`src/rtl/fft_sequencer_pkg.sv`:
```
// Shared definitions for the 16-point radix-2 FFT sequencer: state encoding,
// Q1.15 twiddle ROM and the address bit-reversal helper.
package fft_sequencer_pkg;

  localparam int NBFLY = 32;

  typedef enum logic [1:0] {
    LOAD    = 2'd0,
    COMPUTE = 2'd1,
    UNLOAD  = 2'd2
  } state_e;

  // W[k] = {cos(2*pi*k/16), -sin(2*pi*k/16)}, each half Q1.15 signed.
  localparam logic [31:0] W_ROM [8] = '{
    32'h7FFF_0000, 32'h7641_CF04, 32'h5A82_A57E, 32'h30FC_89BF,
    32'h0000_8000, 32'hCF04_89BF, 32'hA57E_A57E, 32'h89BF_CF04
  };

  function automatic logic [3:0] bitrev4(input logic [3:0] n);
    return {n[0], n[1], n[2], n[3]};
  endfunction

  function automatic logic [31:0] half_cplx(input logic [31:0] z);
    logic signed [15:0] re;
    logic signed [15:0] im;
    re = z[31:16];
    im = z[15:0];
    return {re >>> 1, im >>> 1};
  endfunction

endpackage

```
`src/rtl/butterflyunit.sv`:
```
// Radix-2 DIT butterfly: A_f = A + W*B, B_f = A - W*B on {re,im} Q1.15 words.
// The complex product is rounded once to Q1.15; sums wrap in 16 bits.
module butterflyunit (
  input  logic [31:0] A_t,
  input  logic [31:0] B_t,
  input  logic [31:0] W,
  output logic [31:0] A_f,
  output logic [31:0] B_f
);

  localparam logic signed [32:0] RND = 33'sd16384;

  logic signed [15:0] ar, ai, br, bi, wr, wi;
  logic signed [32:0] prod_re, prod_im;
  logic signed [15:0] wb_re, wb_im;

  assign {ar, ai} = A_t;
  assign {br, bi} = B_t;
  assign {wr, wi} = W;

  // Full-precision products are combined before a single round-half-up.
  assign prod_re = 33'(wr) * 33'(br) - 33'(wi) * 33'(bi) + RND;
  assign prod_im = 33'(wr) * 33'(bi) + 33'(wi) * 33'(br) + RND;

  assign wb_re = 16'(prod_re >>> 15);
  assign wb_im = 16'(prod_im >>> 15);

  assign A_f = {ar + wb_re, ai + wb_im};
  assign B_f = {ar - wb_re, ai - wb_im};

endmodule

```
`src/rtl/fft_sequencer.sv`:
```
// 16-point in-place FFT: load bit-reversed samples, run 32 butterflies, stream
// bins in natural order. Define FFT_SEQUENCER_SCALE_EN to halve each stage.
module fft_sequencer
  import fft_sequencer_pkg::*;
#(
  parameter int DW   = 16,
  parameter int NPTS = 16
) (
  input  logic            clk,
  input  logic            rst_n,
  input  logic            s_valid,
  output logic            s_ready,
  input  logic [DW-1:0]   s_data,
  output logic            m_valid,
  input  logic            m_ready,
  output logic [2*DW-1:0] m_data,
  output logic [3:0]      m_index,
  output logic            m_last,
  output logic            busy,
  output logic            frame_done
);

  state_e            state_q, state_d;
  logic [4:0]        cnt_q, cnt_d;
  logic [3:0]        m_index_q, m_index_d;
  logic [2*DW-1:0]   m_data_q, m_data_d;
  logic              frame_done_q, frame_done_d;

  logic [2*DW-1:0]   buf_q [NPTS];

  logic              wr_en_a, wr_en_b;
  logic [3:0]        wr_addr_a, wr_addr_b;
  logic [2*DW-1:0]   wr_data_a, wr_data_b;

  logic [3:0]        bf_a, bf_b;
  logic [2:0]        tw_k;
  logic [31:0]       a_f, b_f, a_wb, b_wb;

  // cnt_q = {stage[1:0], butterfly[2:0]}; bf_a and bf_b are h apart, h = 2^stage.
  always_comb begin
    bf_a = '0;
    tw_k = '0;
    case (cnt_q[4:3])
      2'd0:    begin bf_a = {cnt_q[2:0], 1'b0};              tw_k = 3'd0;                end
      2'd1:    begin bf_a = {cnt_q[2:1], 1'b0, cnt_q[0]};    tw_k = {cnt_q[0], 2'b00};   end
      2'd2:    begin bf_a = {cnt_q[2], 1'b0, cnt_q[1:0]};    tw_k = {cnt_q[1:0], 1'b0};  end
      default: begin bf_a = {1'b0, cnt_q[2:0]};              tw_k = cnt_q[2:0];          end
    endcase
    bf_b = bf_a | (4'd1 << cnt_q[4:3]);
  end

  butterflyunit u_bfly (
    .A_t (buf_q[bf_a]),
    .B_t (buf_q[bf_b]),
    .W   (W_ROM[tw_k]),
    .A_f (a_f),
    .B_f (b_f)
  );

`ifdef FFT_SEQUENCER_SCALE_EN
  assign a_wb = half_cplx(a_f);
  assign b_wb = half_cplx(b_f);
`else
  assign a_wb = a_f;
  assign b_wb = b_f;
`endif

  // NOTE: every signal assigned here gets a default first so no path leaves it
  // unassigned, which is what keeps combinational logic from inferring latches.
  always_comb begin
    state_d      = state_q;
    cnt_d        = cnt_q;
    m_index_d    = m_index_q;
    m_data_d     = m_data_q;
    frame_done_d = 1'b0;
    wr_en_a      = 1'b0;
    wr_en_b      = 1'b0;
    wr_addr_a    = bf_a;
    wr_addr_b    = bf_b;
    wr_data_a    = a_wb;
    wr_data_b    = b_wb;

    case (state_q)
      LOAD: begin
        if (s_valid) begin
          wr_en_a   = 1'b1;
          wr_addr_a = bitrev4(cnt_q[3:0]);
          wr_data_a = {s_data, 16'h0000};
          cnt_d     = cnt_q + 5'd1;
          if (cnt_q[3:0] == 4'd15) begin
            cnt_d   = '0;
            state_d = COMPUTE;
          end
        end
      end
      COMPUTE: begin
        wr_en_a = 1'b1;
        wr_en_b = 1'b1;
        cnt_d   = cnt_q + 5'd1;
        if (cnt_q == 5'(NBFLY - 1)) begin
          // Bin 0 was finalised by the first stage-3 butterfly, so it is safe
          // to latch while the last butterfly writes entries 7 and 15.
          cnt_d     = '0;
          state_d   = UNLOAD;
          m_index_d = '0;
          m_data_d  = buf_q[0];
        end
      end
      UNLOAD: begin
        if (m_ready) begin
          if (m_index_q == 4'd15) begin
            state_d      = LOAD;
            m_index_d    = '0;
            frame_done_d = 1'b1;
          end else begin
            m_index_d = m_index_q + 4'd1;
            m_data_d  = buf_q[m_index_q + 4'd1];
          end
        end
      end
      default: state_d = LOAD;
    endcase
  end

  // NOTE: sequential state uses non-blocking assignments so every flop samples
  // the pre-edge values regardless of statement order.
  always_ff @(posedge clk) begin
    if (!rst_n) begin
      state_q      <= LOAD;
      cnt_q        <= '0;
      m_index_q    <= '0;
      m_data_q     <= '0;
      frame_done_q <= 1'b0;
    end else begin
      state_q      <= state_d;
      cnt_q        <= cnt_d;
      m_index_q    <= m_index_d;
      m_data_q     <= m_data_d;
      frame_done_q <= frame_done_d;
    end
  end

  // NOTE: the sample buffer has no reset; every entry is rewritten during LOAD
  // before it is read, so clearing it would only cost reset fan-out.
  always_ff @(posedge clk) begin
    if (wr_en_a) buf_q[wr_addr_a] <= wr_data_a;
    if (wr_en_b) buf_q[wr_addr_b] <= wr_data_b;
  end

  assign s_ready    = (state_q == LOAD);
  assign m_valid    = (state_q == UNLOAD);
  assign m_data     = m_data_q;
  assign m_index    = m_index_q;
  assign m_last     = (state_q == UNLOAD) && (m_index_q == 4'd15);
  assign busy       = (state_q != LOAD);
  assign frame_done = frame_done_q;

endmodule

```
`config.mk`:
```
export PLATFORM = sky130hd
export DESIGN_NAME = fft_sequencer
export DESIGN_NICKNAME = d
export VERILOG_FILES = /design/src/rtl/fft_sequencer_pkg.sv /design/src/rtl/butterflyunit.sv /design/src/rtl/fft_sequencer.sv
export SDC_FILE = /design/constraint.sdc
export NUM_CORES = 2
export LEC_CHECK = 0
export BUFFER_PORTS_ARGS = -buffer_cell sky130_fd_sc_hd__buf_4
export CORE_MARGIN = 2
export CORE_UTILIZATION = 60
export DETAILED_ROUTE_END_ITERATION = 7
export PLACE_DENSITY = 0.79
export SYNTH_ARGS = -nofsm -noshare
export SYNTH_HDL_FRONTEND = slang
export SYNTH_SLANG_ARGS = --single-unit
export TNS_END_PERCENT = 30
```
`constraint.sdc`:
```
create_clock -name clk -period 13.6 [get_ports clk]
set_clock_uncertainty 0.2 [all_clocks]
set_input_delay 2.72 -clock clk [delete_from_list [all_inputs] [get_ports clk]]
set_output_delay 2.72 -clock clk [all_outputs]
set_load 0.05 [all_outputs]
```
=== Yosys cells after proc, flatten, opt, wreduce, memory -nomap -nowiden ===
Memories as Yosys holds them, arrays and structs flattened.
Index checks and enable logic that the tools add are counted.

* RAM bits: 512
* Register bits: 44
* Bits of input ports: 20
* Output and inout port bits: 41
* Memories: 2
* Memory bits (read-only): 256
* Word-level logic and storage cells: 83

* Bitwise operators: 2
* Mux-type cells: 34
* Shifts and indexed selects: 1
* Multiply operators: 4
* Reduce and logical (&&, ||, !) cells: 11
* Equal/unequal tests: 13
* Add/sub/neg operators: 10
* Order comparisons: 1

{| class="wikitable"
|+ Memories
! name !! depth !! width !! read ports !! clocked after Yosys merged registers in !! wr ports !! line !! RTL
|-
| buf_q || 16 || 32 || 4 || 0 || 2 || fft_sequencer.sv:29 || <nowiki>logic [2*DW-1:0] buf_q [NPTS];</nowiki>
|-
| (no name shown) || 8 || 32 || 1 || 0 || 0 || fft_sequencer.sv:55 || <nowiki>.W (W_ROM[tw_k]),</nowiki>
|}

{| class="wikitable"
|+ Operators by type and width
! operator !! number
|-
| $mux 32 || 7
|-
| $mul 16x16->31 || 4
|-
| $pmux 32 s2 || 1
|-
| $add 31x16->31 const B || 2
|-
| $add 16x16->16 || 2
|-
| $sub 16x16->16 || 2
|-
| $add 31x31->31 || 1
|-
| $sub 31x31->31 || 1
|-
| $mux 4 || 5
|-
| $mux 5 || 3
|-
| $pmux 4 s3 || 1
|-
| $mux 2 || 5
|-
| $pmux 5 s2 || 1
|-
| $pmux 3 s3 || 1
|-
| $eq 4x4->1 const B || 2
|-
| $pmux 4 s2 || 1
|-
| $mux 1 || 7
|-
| $ne 2x1->1 const B || 3
|-
| $ne 2x2->1 const B || 3
|-
| $pmux 2 s3 || 1
|-
| $reduce_and 3->1 || 2
|-
| $reduce_bool 2->1 || 3
|-
| $add 5x1->5 const B || 1
|-
| $eq 5x5->1 const B || 1
|-
| 13 further kinds || 16
|}

=== Logic depth before layout (Yosys ltp) ===
* Word-level depth: 12
* Gate-level depth with buffers: 59
* Mapped depth without buffers: 48

=== Cells and area by module ===
From an unflattened synthesis, not the netlist that was laid out.

* Cells, all modules: 8438
* Area, all modules: 78416.5 sq um

{| class="wikitable"
|+ By module, submodules not included
! module !! seq. area each (sq um) !! area each (sq um) !! cells an instance !! instances
|-
| butterflyunit || 0.0 || 41035.6 || 4436 || 1
|-
| fft_sequencer || 16255.6 || 37380.9 || 4002 || 1
|}

=== Worst setup path after synthesis ===
Ideal clock, no wire load.

* Kind: register to register
* Start point: register cnt_q[0]
* End point: memory buf_q[10][31] (netlist bit), data pin
* Data required time: 13.132 ns
* Cell stages (with the launch flop): 58
* Period minus slack after synthesis: 13.010 ns
* Slack: 0.590 ns
* Arrival: 12.543 ns
* Path buffers: 14
* Setup time: 0.268 ns
* Cells stage by stage: dfxtp_1 buf_4 buf_4 buf_2 clkbuf_1 clkbuf_1 buf_1 buf_1 clkbuf_1 nand3_1 clkbuf_1 buf_1 ha_1 clkbuf_1 nand2_1 nand2_1 clkbuf_1 buf_1 [... 22 more ...] nor2b_1 o21a_1 nor2_1 xnor2_1 ha_1 o21ai_0 nand2_1 o41a_1 nand4_1 and4_1 o41ai_1 a21oi_1 nor2_1 nor2_1 xor2_1 mux2i_1 buf_2 a21oi_1

{| class="wikitable"
|+ RTL lines
! what !! line !! RTL
|-
| start, declared || fft_sequencer.sv:24 || <nowiki>logic [4:0] cnt_q, cnt_d;</nowiki>
|-
| start signal, assigned || fft_sequencer.sv:136 || <nowiki>cnt_q <= cnt_d;</nowiki>
|-
| end, declared || fft_sequencer.sv:29 ||
|}

==> metrics.md <==
| Metric | Value |
|---|---|
| Crit share post-route | between 90 and 100% |
| Post-synth top area share | 29.3% |
| Die Y | ~350 um |
| DR vias/cell | between 6 and 7 |
| Critical path startpoint category | register |
| R2R depth | 41 |
| Ports | 61 |
| WL/cell | around 30 um |
| H-tree depth | 2 |
| Synth Area per Inst | 9.87 sq um |
| Slew Limit Fails | 5 |
| Reg clk slew, reported paths | 0.07 ns |
| CTS tree | built |
| Final setup fails | 0 |
| Post-route ant nets | 0 |
| Worst Path Arrival | between 10 and 15 ns |
| Fillers | 9709 |
| Dpl hpwl | between 200000 and 250000 um |
| WS Path Type | register to register |
| Reg-to-reg setup timing slack | about 0.4 ns |
| Register bit count reported by yosys | 556 |
| Number of nets in the layout | 8909 |
| Final Util | roughly 65% |
| Outcome | finished, violations left |
| Worst-path maximum fanout | between 40 and 50 |
| CP peak stage delay | 0.65 ns |
| Max cap viols | 1 |
| Detail Route met2 WL | roughly 120000 um |
| Minimum clock period | approximately 13 ns |
| Worst-margin pin slew | 1.50 ns |
| Post-Route Setup TNS | 0 ns |
| WL met1 | a little under 90000 um |
| End of the critical path | buf_q[15][15]$_DFFE_PP_ |
| Vias in the first global route | between 60000 and 70000 |
| Skew-Pair Late Insertion Delay | 0.67 ns |
| Worst hold path type | register to register |
| Failing checks | capacitance limit, slew limit |
| Slew margin rel. | -1.31% |
| Residual DRC | 0 |
| CORE AREA | around 0.12 sq mm |
| Root Buffer | clkbuf_16 |
| Clock tree buffer depth | 3 |
| Yosys Warn Count | 0 |
| Antenna violations before repair | 7 |
| CP max stage cell | nand4_1 |
| CP required | 13.82 ns |
| Share of cells above drive strength 1 | 11.5% |
| Syn Nets | between 8000 and 9000 |
| Synthesized area | ~0.074 sq mm |
| Synth area leaders | fa_1, edfxtp_1, mux4_2, inv_1, ha_1 |
| EDFF count, synth | 512 |
| Drt total wl | about 270000 um |
| Gr usage total | between 40% and 50% |
| Met3 WL | around 44000 um |
| Rows | about 130 |
| Top layer in use | met5 |
| Worst R2R Start | cnt_q[4]$_SDFFE_PN0P_ |
| Unrepaired setup endpoints after global routing | false |
| Setup crit start | cnt_q[4]$_SDFFE_PN0P_ |
| Largest net degree at the start of global routing | between 100 and 150 |
| Clock sink count | 556 |
| Asr flop ratio synth | 0% |
| First-pass GRT wire length | roughly 400000 um |
| Cell variety after synth | between 80 and 90 |
| Area growth syn-to-layout | 7.51% |
| Grt total ovfl | 0 |
| FF-to-FF End | buf_q[15][15]$_DFFE_PP_ |
| Cts bufs inserted | 58 |
| Top FF cell, synth | edfxtp_1 |
| Mapped Cells | roughly 7500 |
| Sequential fraction of the synthesis area | between 20% and 30% |
| CP endpoint kind | register |
| Fmax | ~76 MHz |
| Die width | 355 um |
| Port bufs | 60 |
| Critical Path Most Common Cell | fa_1 |
| Vias | about 60000 |
| Cts-stage hold buffer count | 0 |
| Final hold violations | 0 |
| Synth area leader | fa_1 |
| Die Area | 0.126 sq mm |
| Starting DRT DRC Count | just over 9000 |
| GP Congestion | 1.06 |
| Final hold slack | roughly 0.3 ns |
| Initial Util | 60.5% |
| DR pass1 iterations | 7 |
[flip-flops by register name (all words and copies together), names as in the netlist]
| register | cells |
|---|---|
| state_q | 2 |
| frame_done | 1 |
| buf_q | 512 |
| cnt_q | 5 |
| m_data | 32 |
| m_index | 4 |
[final cells by class]
type	count	area, sq um	area share [%]
multi-input cells	5021	50900	64.1
flip-flops and latches	556	16300	20.5
inverters	1421	5340	6.72
repair buffers	360	2910	3.66
well taps	1625	2030	2.56
clock buffers	65	1510	1.90
clock inverters	44	480	0.605
diodes	3	7.51	0.00945
[through the flow]
| stage | cell area [sq um] | cells | setup slack [ns] |
|---|---|---|---|
| finish | 79400 | 9095 | 0.412 |
| detailed placement | 77300 | 8972 | 0.352 |
| floorplan | 73900 | 7483 | 0.590 |
| global route | 79400 | 9092 | 0.0398 |
| global placement | 77300 | 8972 | 0.453 |
| CTS | 79200 | 9081 | 0.308 |
[worst min-delay path by stage]
stage | startpoint | end | slack (ns) | depth (start not counted)
after global placement | m_data[30]$_SDFFE_PN0P_ | m_data[30]$_SDFFE_PN0P_ | 0.28 | 1
after CTS | m_data[17]$_SDFFE_PN0P_ | m_data[17]$_SDFFE_PN0P_ | 0.30 | 1
final | m_data[30]$_SDFFE_PN0P_ | m_data[30]$_SDFFE_PN0P_ | 0.30 | 1
after detailed placement | m_data[17]$_SDFFE_PN0P_ | m_data[17]$_SDFFE_PN0P_ | 0.29 | 1
after floorplan | state_q[1]$_SDFFE_PN0P_ | state_q[0]$_SDFFE_PN0P_ | 0.25 | 1
after global routing | m_data[3]$_SDFFE_PN0P_ | m_data[3]$_SDFFE_PN0P_ | 0.32 | 1
[synthesized netlist by cell type, types with 8 or more instances]
cell,instances
inv_1,1420
fa_1,1081
nand2_1,792
nor2_1,680
edfxtp_1,512
clkbuf_1,393
ha_1,390
a21oi_1,376
mux4_2,288
o21ai_0,262
nor3_1,136
xnor2_1,121
o221ai_1,108
mux2i_1,91
nand3_1,90
and2_1,76
buf_1,68
o21bai_1,49
a31oi_1,48
dfxtp_1,44
nand2b_1,42
a211oi_1,37
xor2_1,36
o211a_1,33
nand4_1,27
and4_1,24
a21o_1,21
nor2b_1,20
or3_1,16
buf_2,14
nand3b_1,14
a22oi_1,12
and3_1,12
o21a_1,12
o31ai_1,10
a41oi_1,9
o211ai_1,8
[repair_timing]
action	CTS	global route
hold endpoints to repair	0	0
buffers inserted	0	10
gates resized for setup	0	15
setup endpoints to repair	0	188
[placed cells by master, fill, tap and decap left out, types with 45 or more instances in the layout]
cell          n
xnor2_1     120
and2_1       75
edfxtp_1    512
nor3_1      126
a21oi_1     372
o21bai_1     49
o21ai_0     245
mux2i_1      88
nand2_1     784
a31oi_1      45
o221ai_1    108
nand3_1      90
buf_4       342
nor2_1      674
ha_1        388
mux4_2      288
clkbuf_16    58
inv_1      1418
fa_1       1081
[worst max-delay path: cells and delay by family, from the launching register on]
| family | cells | cell delay (ns) |
|---|---|---|
| XOR/XNOR | 1 | 0.14 |
| AND/OR/NAND/NOR | 12 | 2.94 |
| flip-flops | 1 | 0.57 |
| adder cells (fa/ha/maj) | 10 | 4.83 |
| multiplexers | 3 | 1.16 |
| buffers and inverters | 8 | 1.46 |
| AO/OA/AOI/OAI | 7 | 1.54 |
[metal layers]
layer	up-vias	GRT usage (%)
li1	24340	-
met1	28960	54.8
met2	5118	64.9
met3	1376	15.7
met4	12	30.8
met5	-	0
[cells by family after synthesis]
logic type / Yosys count / share of synthesized area [%]
multiplexers: 387 / 10.1
AO/OA/AOI/OAI: 1042 / 8.84
AND/OR/NAND/NOR: 1961 / 11.4
flip-flops: 556 / 22.0
buffers and inverters: 1907 / 9.79
XOR/XNOR: 158 / 1.88
adder cells (fa/ha/maj): 1471 / 35.9
other: 1 / 0.00508
Power is not shown: default switching activity piles up to over one toggle a cycle in this logic, so the estimate is an artifact.
